[src/rtl/tcdm_stream_pkg.sv]
// Shared types for the TCDM strided read-stream master.
package tcdm_stream_pkg;

    typedef enum logic [1:0] {
        IDLE,
        RUN,
        DRAIN
    } state_e;

    localparam logic [3:0] AMO_NONE = 4'h0;

endpackage

[src/rtl/tcdm_stream_rsp_fifo.sv]
// Power-of-2 circular response buffer with registered head and no fall-through.
module tcdm_stream_rsp_fifo #(
    parameter int unsigned DataWidth = 64,
    parameter int unsigned Depth     = 4
) (
    input  logic                   clk_i,
    input  logic                   rst_ni,
    input  logic                   push_i,
    input  logic [DataWidth-1:0]   data_i,
    input  logic                   pop_i,
    output logic [DataWidth-1:0]   data_o,
    output logic                   full_o,
    output logic                   empty_o,
    output logic [$clog2(Depth):0] count_o
);

    localparam int unsigned PtrW = $clog2(Depth);
    localparam int unsigned CntW = PtrW + 1;

    logic [DataWidth-1:0] mem_q [Depth];
    logic [PtrW-1:0]      wr_ptr_q, wr_ptr_d;
    logic [PtrW-1:0]      rd_ptr_q, rd_ptr_d;
    logic [CntW-1:0]      count_q, count_d;
    logic                 do_push, do_pop;

    assign full_o  = (count_q == CntW'(Depth));
    assign empty_o = (count_q == '0);
    assign count_o = count_q;
    assign data_o  = mem_q[rd_ptr_q];

    // A pop in the same cycle frees the slot a full push needs.
    assign do_pop  = pop_i & ~empty_o;
    assign do_push = push_i & (~full_o | do_pop);

    always_comb begin
        wr_ptr_d = wr_ptr_q;
        rd_ptr_d = rd_ptr_q;
        count_d  = count_q + CntW'(do_push) - CntW'(do_pop);
        if (do_push) wr_ptr_d = wr_ptr_q + PtrW'(1);
        if (do_pop)  rd_ptr_d = rd_ptr_q + PtrW'(1);
    end

    always_ff @(posedge clk_i) begin
        if (!rst_ni) begin
            wr_ptr_q <= '0;
            rd_ptr_q <= '0;
            count_q  <= '0;
        end else begin
            wr_ptr_q <= wr_ptr_d;
            rd_ptr_q <= rd_ptr_d;
            count_q  <= count_d;
        end
    end

    always_ff @(posedge clk_i) begin
        if (do_push) mem_q[wr_ptr_q] <= data_i;
    end

endmodule

[src/rtl/tcdm_stream_reader.sv]
// Strided TCDM read master: issues len credit-limited reads and streams
// the in-order responses out through a small FIFO.
module tcdm_stream_reader
    import tcdm_stream_pkg::*;
#(
    parameter int unsigned NarrowDataWidth = 64,
    parameter int unsigned TCDMAddrWidth   = 17,
    parameter int unsigned LenWidth        = 16,
    parameter int unsigned FifoDepth       = 4,
    parameter int unsigned CoreId          = 0
) (
    input  logic                         clk_i,
    input  logic                         rst_ni,
    input  logic                         start_i,
    input  logic [TCDMAddrWidth-1:0]     base_addr_i,
    input  logic [TCDMAddrWidth-1:0]     stride_i,
    input  logic [LenWidth-1:0]          len_i,
    output logic                         busy_o,
    output logic                         done_o,
    output logic                         tcdm_req_write_o,
    output logic [TCDMAddrWidth-1:0]     tcdm_req_addr_o,
    output logic [3:0]                   tcdm_req_amo_o,
    output logic [NarrowDataWidth-1:0]   tcdm_req_data_o,
    output logic [NarrowDataWidth/8-1:0] tcdm_req_strb_o,
    output logic [4:0]                   tcdm_req_user_core_id_o,
    output logic                         tcdm_req_user_is_core_o,
    output logic                         tcdm_req_q_valid_o,
    input  logic                         tcdm_rsp_q_ready_i,
    input  logic                         tcdm_rsp_p_valid_i,
    input  logic [NarrowDataWidth-1:0]   tcdm_rsp_data_i,
    output logic [NarrowDataWidth-1:0]   data_o,
    output logic                         valid_o,
    input  logic                         ready_i
);

    localparam int unsigned CntW = $clog2(FifoDepth) + 1;

    state_e                   state_q, state_d;
    logic [TCDMAddrWidth-1:0] addr_q, addr_d;
    logic [TCDMAddrWidth-1:0] stride_q, stride_d;
    logic [LenWidth-1:0]      len_q, len_d;
    logic [LenWidth-1:0]      issued_q, issued_d;
    logic [CntW-1:0]          outst_q, outst_d;
    logic                     done_q, done_d;
    logic [1:0]               win_q;

    logic [CntW-1:0] fifo_cnt, credit;
    logic            fifo_full, fifo_empty;
    logic            gnt, rsp_ok, pop;

    assign tcdm_req_write_o        = 1'b0;
    assign tcdm_req_amo_o          = AMO_NONE;
    assign tcdm_req_data_o         = '0;
    assign tcdm_req_strb_o         = '1;
    assign tcdm_req_user_core_id_o = 5'(CoreId);
    assign tcdm_req_user_is_core_o = 1'b0;
    assign tcdm_req_addr_o         = addr_q;

    // Credit only shrinks on a grant, so a raised request is never withdrawn.
    assign credit             = CntW'(FifoDepth) - outst_q - fifo_cnt;
    assign tcdm_req_q_valid_o = (state_q == RUN) && (credit != '0);
    assign gnt                = tcdm_req_q_valid_o & tcdm_rsp_q_ready_i;
    assign rsp_ok             = tcdm_rsp_p_valid_i & (outst_q != '0);

    assign busy_o  = (state_q != IDLE);
    assign done_o  = done_q;
    assign valid_o = ~fifo_empty;
    assign pop     = valid_o & ready_i;

    tcdm_stream_rsp_fifo #(
        .DataWidth (NarrowDataWidth),
        .Depth     (FifoDepth)
    ) i_fifo (
        .clk_i   (clk_i),
        .rst_ni  (rst_ni),
        .push_i  (rsp_ok),
        .data_i  (tcdm_rsp_data_i),
        .pop_i   (pop),
        .data_o  (data_o),
        .full_o  (fifo_full),
        .empty_o (fifo_empty),
        .count_o (fifo_cnt)
    );

    always_comb begin
        state_d  = state_q;
        addr_d   = addr_q;
        stride_d = stride_q;
        len_d    = len_q;
        issued_d = issued_q;
        done_d   = 1'b0;
        outst_d  = outst_q + CntW'(gnt) - CntW'(rsp_ok);
        unique case (state_q)
            IDLE: begin
                if (start_i) begin
                    if (len_i != '0) begin
                        state_d  = RUN;
                        addr_d   = base_addr_i;
                        stride_d = stride_i;
                        len_d    = len_i;
                        issued_d = '0;
                    end else begin
                        done_d = 1'b1;
                    end
                end
            end
            RUN: begin
                if (gnt) begin
                    addr_d   = addr_q + stride_q;
                    issued_d = issued_q + LenWidth'(1);
                    if (issued_q == len_q - LenWidth'(1)) state_d = DRAIN;
                end
            end
            DRAIN: begin
                if (outst_q == '0 && fifo_empty) begin
                    state_d = IDLE;
                    done_d  = 1'b1;
                end
            end
            default: state_d = IDLE;
        endcase
    end

    always_ff @(posedge clk_i) begin
        if (!rst_ni) begin
            state_q  <= IDLE;
            addr_q   <= '0;
            stride_q <= '0;
            len_q    <= '0;
            issued_q <= '0;
            outst_q  <= '0;
            done_q   <= 1'b0;
        end else begin
            state_q  <= state_d;
            addr_q   <= addr_d;
            stride_q <= stride_d;
            len_q    <= len_d;
            issued_q <= issued_d;
            outst_q  <= outst_d;
            done_q   <= done_d;
        end
    end

    // Responses to reads in flight at reset are expected for a few cycles.
    always_ff @(posedge clk_i) begin
        if (!rst_ni) begin
            win_q <= 2'd3;
        end else begin
            if (win_q != 2'd0) win_q <= win_q - 2'd1;
            if (win_q == 2'd0) begin
                assert (!(tcdm_rsp_p_valid_i && outst_q == '0))
                else $error("response with no outstanding read dropped");
            end
        end
    end

    logic unused_full;
    assign unused_full = fifo_full;

endmodule

[config.mk]
export PLATFORM = sky130hd
export DESIGN_NAME = tcdm_stream_reader
export DESIGN_NICKNAME = d
export VERILOG_FILES = /design/src/rtl/tcdm_stream_pkg.sv /design/src/rtl/tcdm_stream_rsp_fifo.sv /design/src/rtl/tcdm_stream_reader.sv
export SDC_FILE = /design/constraint.sdc
export NUM_CORES = 1
export LEC_CHECK = 0
export ABC_CLOCK_PERIOD_IN_PS = 4800
export CAP_MARGIN = 20
export CORE_ASPECT_RATIO = 1.2
export CORE_MARGIN = 2
export CORE_UTILIZATION = 45
export DETAILED_ROUTE_END_ITERATION = 12
export HOLD_SLACK_MARGIN = 0.15
export PLACE_DENSITY = 0.71
export SLEW_MARGIN = 10
export SYNTH_ARGS = -nofsm -noshare
export SYNTH_HDL_FRONTEND = slang
export SYNTH_SLANG_ARGS = --single-unit
export TNS_END_PERCENT = 1
[constraint.sdc]
create_clock -name clk_i -period 4.8 [get_ports clk_i]
set_input_delay 1.2 -clock clk_i [delete_from_list [all_inputs] [get_ports clk_i]]
set_output_delay 1.2 -clock clk_i [all_outputs]
set_load 0.005 [all_outputs]
Word-level counts from Yosys, hierarchy flattened
Memory sizes are Yosys's and may differ from the RTL's. A register that Yosys moved wholly into a read port is not among the register bits.
Index checks and enable logic that the tools add are counted.

word-level totals
  RAM bits = 256
  ROM bits = 0
  word-level logic and storage cells = 74
  input bits = 120
  latch bits = 0
  memories = 1
  bits in registers = 79

operators by class
  divide/modulo/power cells = 0
  shift-type cells = 0
  multiplexer cells = 22
  eq/ne operators = 9
  reductions and logical operators = 13
  add/subtract/negate cells = 11
  multiply operators = 0
  bitwise logic cells = 8
  $lt $le $gt $ge = 0

memory list
  memory        depth  width  read ports  clocked after Yosys merged registers in  wr ports  RTL line                    text
  i_fifo.mem_q  4      64     1           1                                        1         tcdm_stream_rsp_fifo.sv:20  logic [DataWidth-1:0] mem_q [Depth];

operators by type and width
  cell                                                                   count
  17-bit two-way mux                                                     3
  16-bit two-way mux                                                     3
  17-bit case mux with 2 select lines                                    1
  16-bit case mux with 2 select lines                                    1
  17-bit adder                                                           1
  16-bit by 1-bit adder with 16-bit output (second input constant)       1
  16-bit == test                                                         1
  16-bit nonzero test                                                    1
  16-bit by 1-bit subtractor with 16-bit output (second input constant)  1
  2-bit two-way mux                                                      7
  2-bit inequality test (second input constant)                          4
  3-bit by 1-bit adder with 3-bit output                                 2
  3-bit zero test                                                        2
  2-bit case mux with 3 select lines                                     1
  3-bit nonzero test                                                     2
  3-bit by 1-bit subtractor with 3-bit output                            2
  1-bit AND                                                              5
  1-bit two-way mux                                                      5
  5-bit AND reduction                                                    1
  2-bit by 1-bit adder with 2-bit output (second input constant)         2
  4-bit AND reduction                                                    1
  2-bit nonzero test                                                     2
  3-bit == test (second input constant)                                  1
  3-bit AND reduction                                                    1
  10 further kinds                                                       12

Depth between registers and ports, before layout
  depth in word-level cells = 8
  depth in mapped cells = 17
  mapped depth without buffers = 16

Hierarchy
From an unflattened synthesis, not the netlist that was laid out.

second synthesis, totals
  cell total of the unflattened synthesis = 1,027
  area, all modules = 14,974.4 sq um

modules (own cells, without submodules)
  module                cells each  area an instance (sq um)  instances  sequential area each (sq um)
  tcdm_stream_rsp_fifo  381         9,775.6                   1          7,867.5
  tcdm_stream_reader    646         5,198.7                   1          1,441.4

Least setup slack after synthesis
OpenSTA, ideal clock, no wires.

  path kind = input to register
  start point = input port tcdm_rsp_p_valid_i
  end point = memory i_fifo.mem_q[0][0], enable pin
  stages on the path = 3
  setup time = 0.429 ns
  arrival time = 3.159 ns
  slack = 1.213 ns
  path through = o31a_1 > o41a_1 > and2_1

between the ends
  longest elaborated chain between the ends = 4

ends and longest elaborated chain
  item                                     RTL line                    text
  start: declaration                       tcdm_stream_reader.sv:29    input logic tcdm_rsp_p_valid_i,
  1-bit AND                                tcdm_stream_reader.sv:63    assign rsp_ok = tcdm_rsp_p_valid_i & (outst_q != '0);
  1-bit AND                                tcdm_stream_rsp_fifo.sv:33  assign do_push = push_i & (~full_o | do_pop);
  net i_fifo.do_push                       tcdm_stream_rsp_fifo.sv:24  logic do_push, do_pop;
  1-bit two-way mux                        tcdm_stream_rsp_fifo.sv:56  if (do_push) mem_q[wr_ptr_q] <= data_i;
  1-bit two-way mux (not written as such)  tcdm_stream_rsp_fifo.sv:56
  end: declaration                         tcdm_stream_rsp_fifo.sv:20

The timed path passes the listed nets, and every way through them passes these cells.

==> results.md <==
* Clock Pin Slew Worst Setup and Hold Paths at 60 ps
* Layout Nets at 1372
* Synth Area in Simple Gates at 7.983%
* Initial core utilization at 45.64%
* Main combinational cell family by area after synthesis: multiplexers
* Cells after Synth at 1010
* Post-CTS setup repair buffer count at 0
* Crit Path Max Fanout at 5
* Post_cts resized at 0
* Worst hold margin at 465.4 ps
* Max VDD drop at 0.2442 mV
* Critical path class: in -> reg
* End point of the critical path: outst_q[2]$_SDFF_PN0_
* Max_cap viols at 0
* Post-synth EDFFs at 256
* Min-Delay Path Class: reg -> reg
* Antenna-violating nets left at 0
* Fill count at 2622
* Crit. Startpoint: len_i[7]
* Wire length of the first global-routing pass at 46.72 mm
* H-tree depth at 2
* RSZ-0062 raised after global routing: false
* Site row count at 72
* Top post-synthesis cells by area: edfxtp_1 (52%), dfxtp_1 (11%), mux4_2 (9.8%), buf_4 (4.2%), ha_1 (2.5%)
* Vias at 8596
* GP Congestion at 0.8745
* Bufs on Longest Clock Path at 3
* R2R cell count at 16
* DRT iter0 DRCs at 444
* I/O Buffers at 204
* Total CTS buffers at 36
* Core area at 0.03225 mm²
* DR vias/cell at 5.200
* Total detailed-routing wirelength at 30.07 mm
* CTS Hold Bufs at 0
* Ys Warns at 0
* All-layer global routing usage at 17.38%
* Ys async rst share at 0%
* I/O pin cnt at 288
* Design area at 0.01801 mm²
* Count of pins over their slew limit at 0
* FF-to-FF Start: outst_q[1]$_SDFF_PN0_
* DIE AREA at 0.03417 mm²
* Post-DP Area at 0.01692 mm²
* Rel. slew slack at 42.98%
* Vias in the first global route at 8694
* Yosys top cell by area: edfxtp_1
* Worst skew pair latency at 510 ps
* Post-synthesis mux area share at 10.01%
* Worst setup SP type: input pin
* DRC at 0
* DPL Wire Length at 19.42 mm
* Crit path DAT at 4270 ps
* Final worst path period share at 80.40%
* Post-Synth Adder-Cell Area at 2.873%
* Post-synthesis xor/xnor area fraction at 3.094%
* Sequential-to-total area share from yosys stat at 63.25%
* Synth top cells by count: edfxtp_1 (256), nand2_1 (95), buf_4 (83)
* Synthesized area at 0.01472 mm²
* Final Hold Viols at 0
* Total power at 8406 µW
* Reg2reg end: outst_q[2]$_SDFF_PN0_
* Root Buffer: clkbuf_16
* Worst Max-Slew Pin Slew at 855.3 ps
* Die Span X at 169.1 µm
* Yosys cell types at 68
* Fin Setup TNS at 0 ps
* Share of cells above drive strength 1 at 11.24%
* # setup viols final at 0
* Worst Setup End Kind: flop
* Congestion Overflow GR at 0
* FF-to-FF setup slack at 1320 ps
* Pwr Density at 466.7 mW/mm²
* Top_reg_cell synth: edfxtp_1
* Leak at 0.006227 µW
* Top-area cell type share of the netlist area at 52.23%
* Status: completed
* Crit path time final at 3859 ps
* Seq cells post-synth at 337
* Area Growth Syn to Fin at 22.38%
* Skew final at 10.61 ps
* Maximum number of pins on one net before global-route repair at 65
* Mean Syn Cell Area at 14.57 µm²
* TritonRoute pass-1 iters at 4
* Most frequent cell after synthesis: edfxtp_1
* Synth Area in Compound Gates at 6.529%
* Crit path required time at 5210 ps
* Clock Sinks at 337
* Chip height at 202.1 µm
* Routed WL per cell at 18.19 µm
* CTS tree: built
* Max frequency at 259.1 MHz
* Initial antenna violation count at 2
worst min-delay path by stage:
stage                     cells after the start                   endpoint  slack, ps                       from
after floorplan                               2   stride_q[0]$_SDFFE_PN0P_        450   stride_q[0]$_SDFFE_PN0P_
after global placement                        2  stride_q[12]$_SDFFE_PN0P_        450  stride_q[12]$_SDFFE_PN0P_
after detailed placement                      2   stride_q[0]$_SDFFE_PN0P_        460   stride_q[0]$_SDFFE_PN0P_
after CTS                                     2   stride_q[0]$_SDFFE_PN0P_        470   stride_q[0]$_SDFFE_PN0P_
after global routing                          2  stride_q[12]$_SDFFE_PN0P_        480  stride_q[12]$_SDFFE_PN0P_
final                                         2   stride_q[0]$_SDFFE_PN0P_        470   stride_q[0]$_SDFFE_PN0P_
sequential cells by signal (all words and copies together) (netlist names), named ones only:
register and flops:
i_fifo.wr_ptr_q 2, issued_q 16, stride_q 17, done_o 1, outst_q 3, len_q 16
i_fifo.mem_q 256, tcdm_req_addr_o 17, i_fifo.count_o 3, i_fifo.rd_ptr_q 2, state_q 2
cell families after synthesis:
family,count (synthesis)
compound gates,137
xor+xnor,52
fa+ha+maj,32
buf+inv,148
flops,337
mux,67
other cells,2
simple gates,235
final cells by class:
cell class                      count  area, µm²  area share (%)
Multi-Input combinational cell    606       4812           26.72
Antenna cell                        1      2.502         0.01389
Tap cell                          407      509.2           2.827
Timing Repair Buffer              216       2202           12.23
Inverter                           23      86.33          0.4793
Clock buffer                       43      927.1           5.147
Clock inverter                     20      158.9          0.8822
Sequential cell                   337       9314           51.71
power by group:
part	leakage, µW	total, µW	internal [µW]	switching (µW)
registers	0.00299	3660	3490	169
clock network	0.000534	2560	1490	1070
logic	0.00271	2190	1250	933
cells in the final DEF (no fill, tap or decap), types with 8 or more instances in the layout:
cell type	synthesis	routed
xnor2_1	27	27
mux4_2	64	64
ha_1	29	29
conb_1	2	83
nand4_1	12	12
nor3_1	13	13
dfxtp_1	81	79
nand3_1	12	12
o21ai_0	17	17
a21oi_1	23	22
xor2_1	25	25
clkbuf_16	1	36
nor4_1	9	9
nand2_1	95	95
o211a_1	8	8
o211ai_1	10	10
a21boi_0	35	35
clkinv_2	0	8
and2_1	18	14
inv_1	23	23
nor2_1	35	35
clkdlybuf4s50_1	0	203
edfxtp_1	256	256
worst max-delay path: stages:
cell and delay (ps):
clkdlybuf4s50_1 420, nor4_1 550, nand4_1 330, o21bai_1 300, a21oi_2 60, nand2_1 140, ha_1 230, inv_1 50
ha_1 130, inv_1 50, fa_1 370, xnor2_1 150, xnor2_1 120, and2_1 150
metrics by stage:
| step | util (%) | setup WS [ps] | cells |
|---|---|---|---|
| 2_1_floorplan | - | 1213 | 1091 |
| 3_3_place_gp | 52.48 | 484.1 | 1589 |
| 3_5_place_dp | 52.48 | 406.0 | 1589 |
| 4_1_cts | 55.84 | 827.8 | 1652 |
| 5_1_grt | 55.84 | 774.0 | 1652 |
| 6_report | 55.85 | 940.8 | 1653 |
per-layer routing:
layer,up-vias,wire (µm),global-route usage [%],part of all wire (%)
li1,4074,-,-,-
met2,234,14990,30.08,50
met3,35,1671,3.348,5.6
met1,4251,12890,22.64,43
met4,2,507,4.304,1.7
met5,-,13,0,0.043
(Power assumes the default switching activity.)
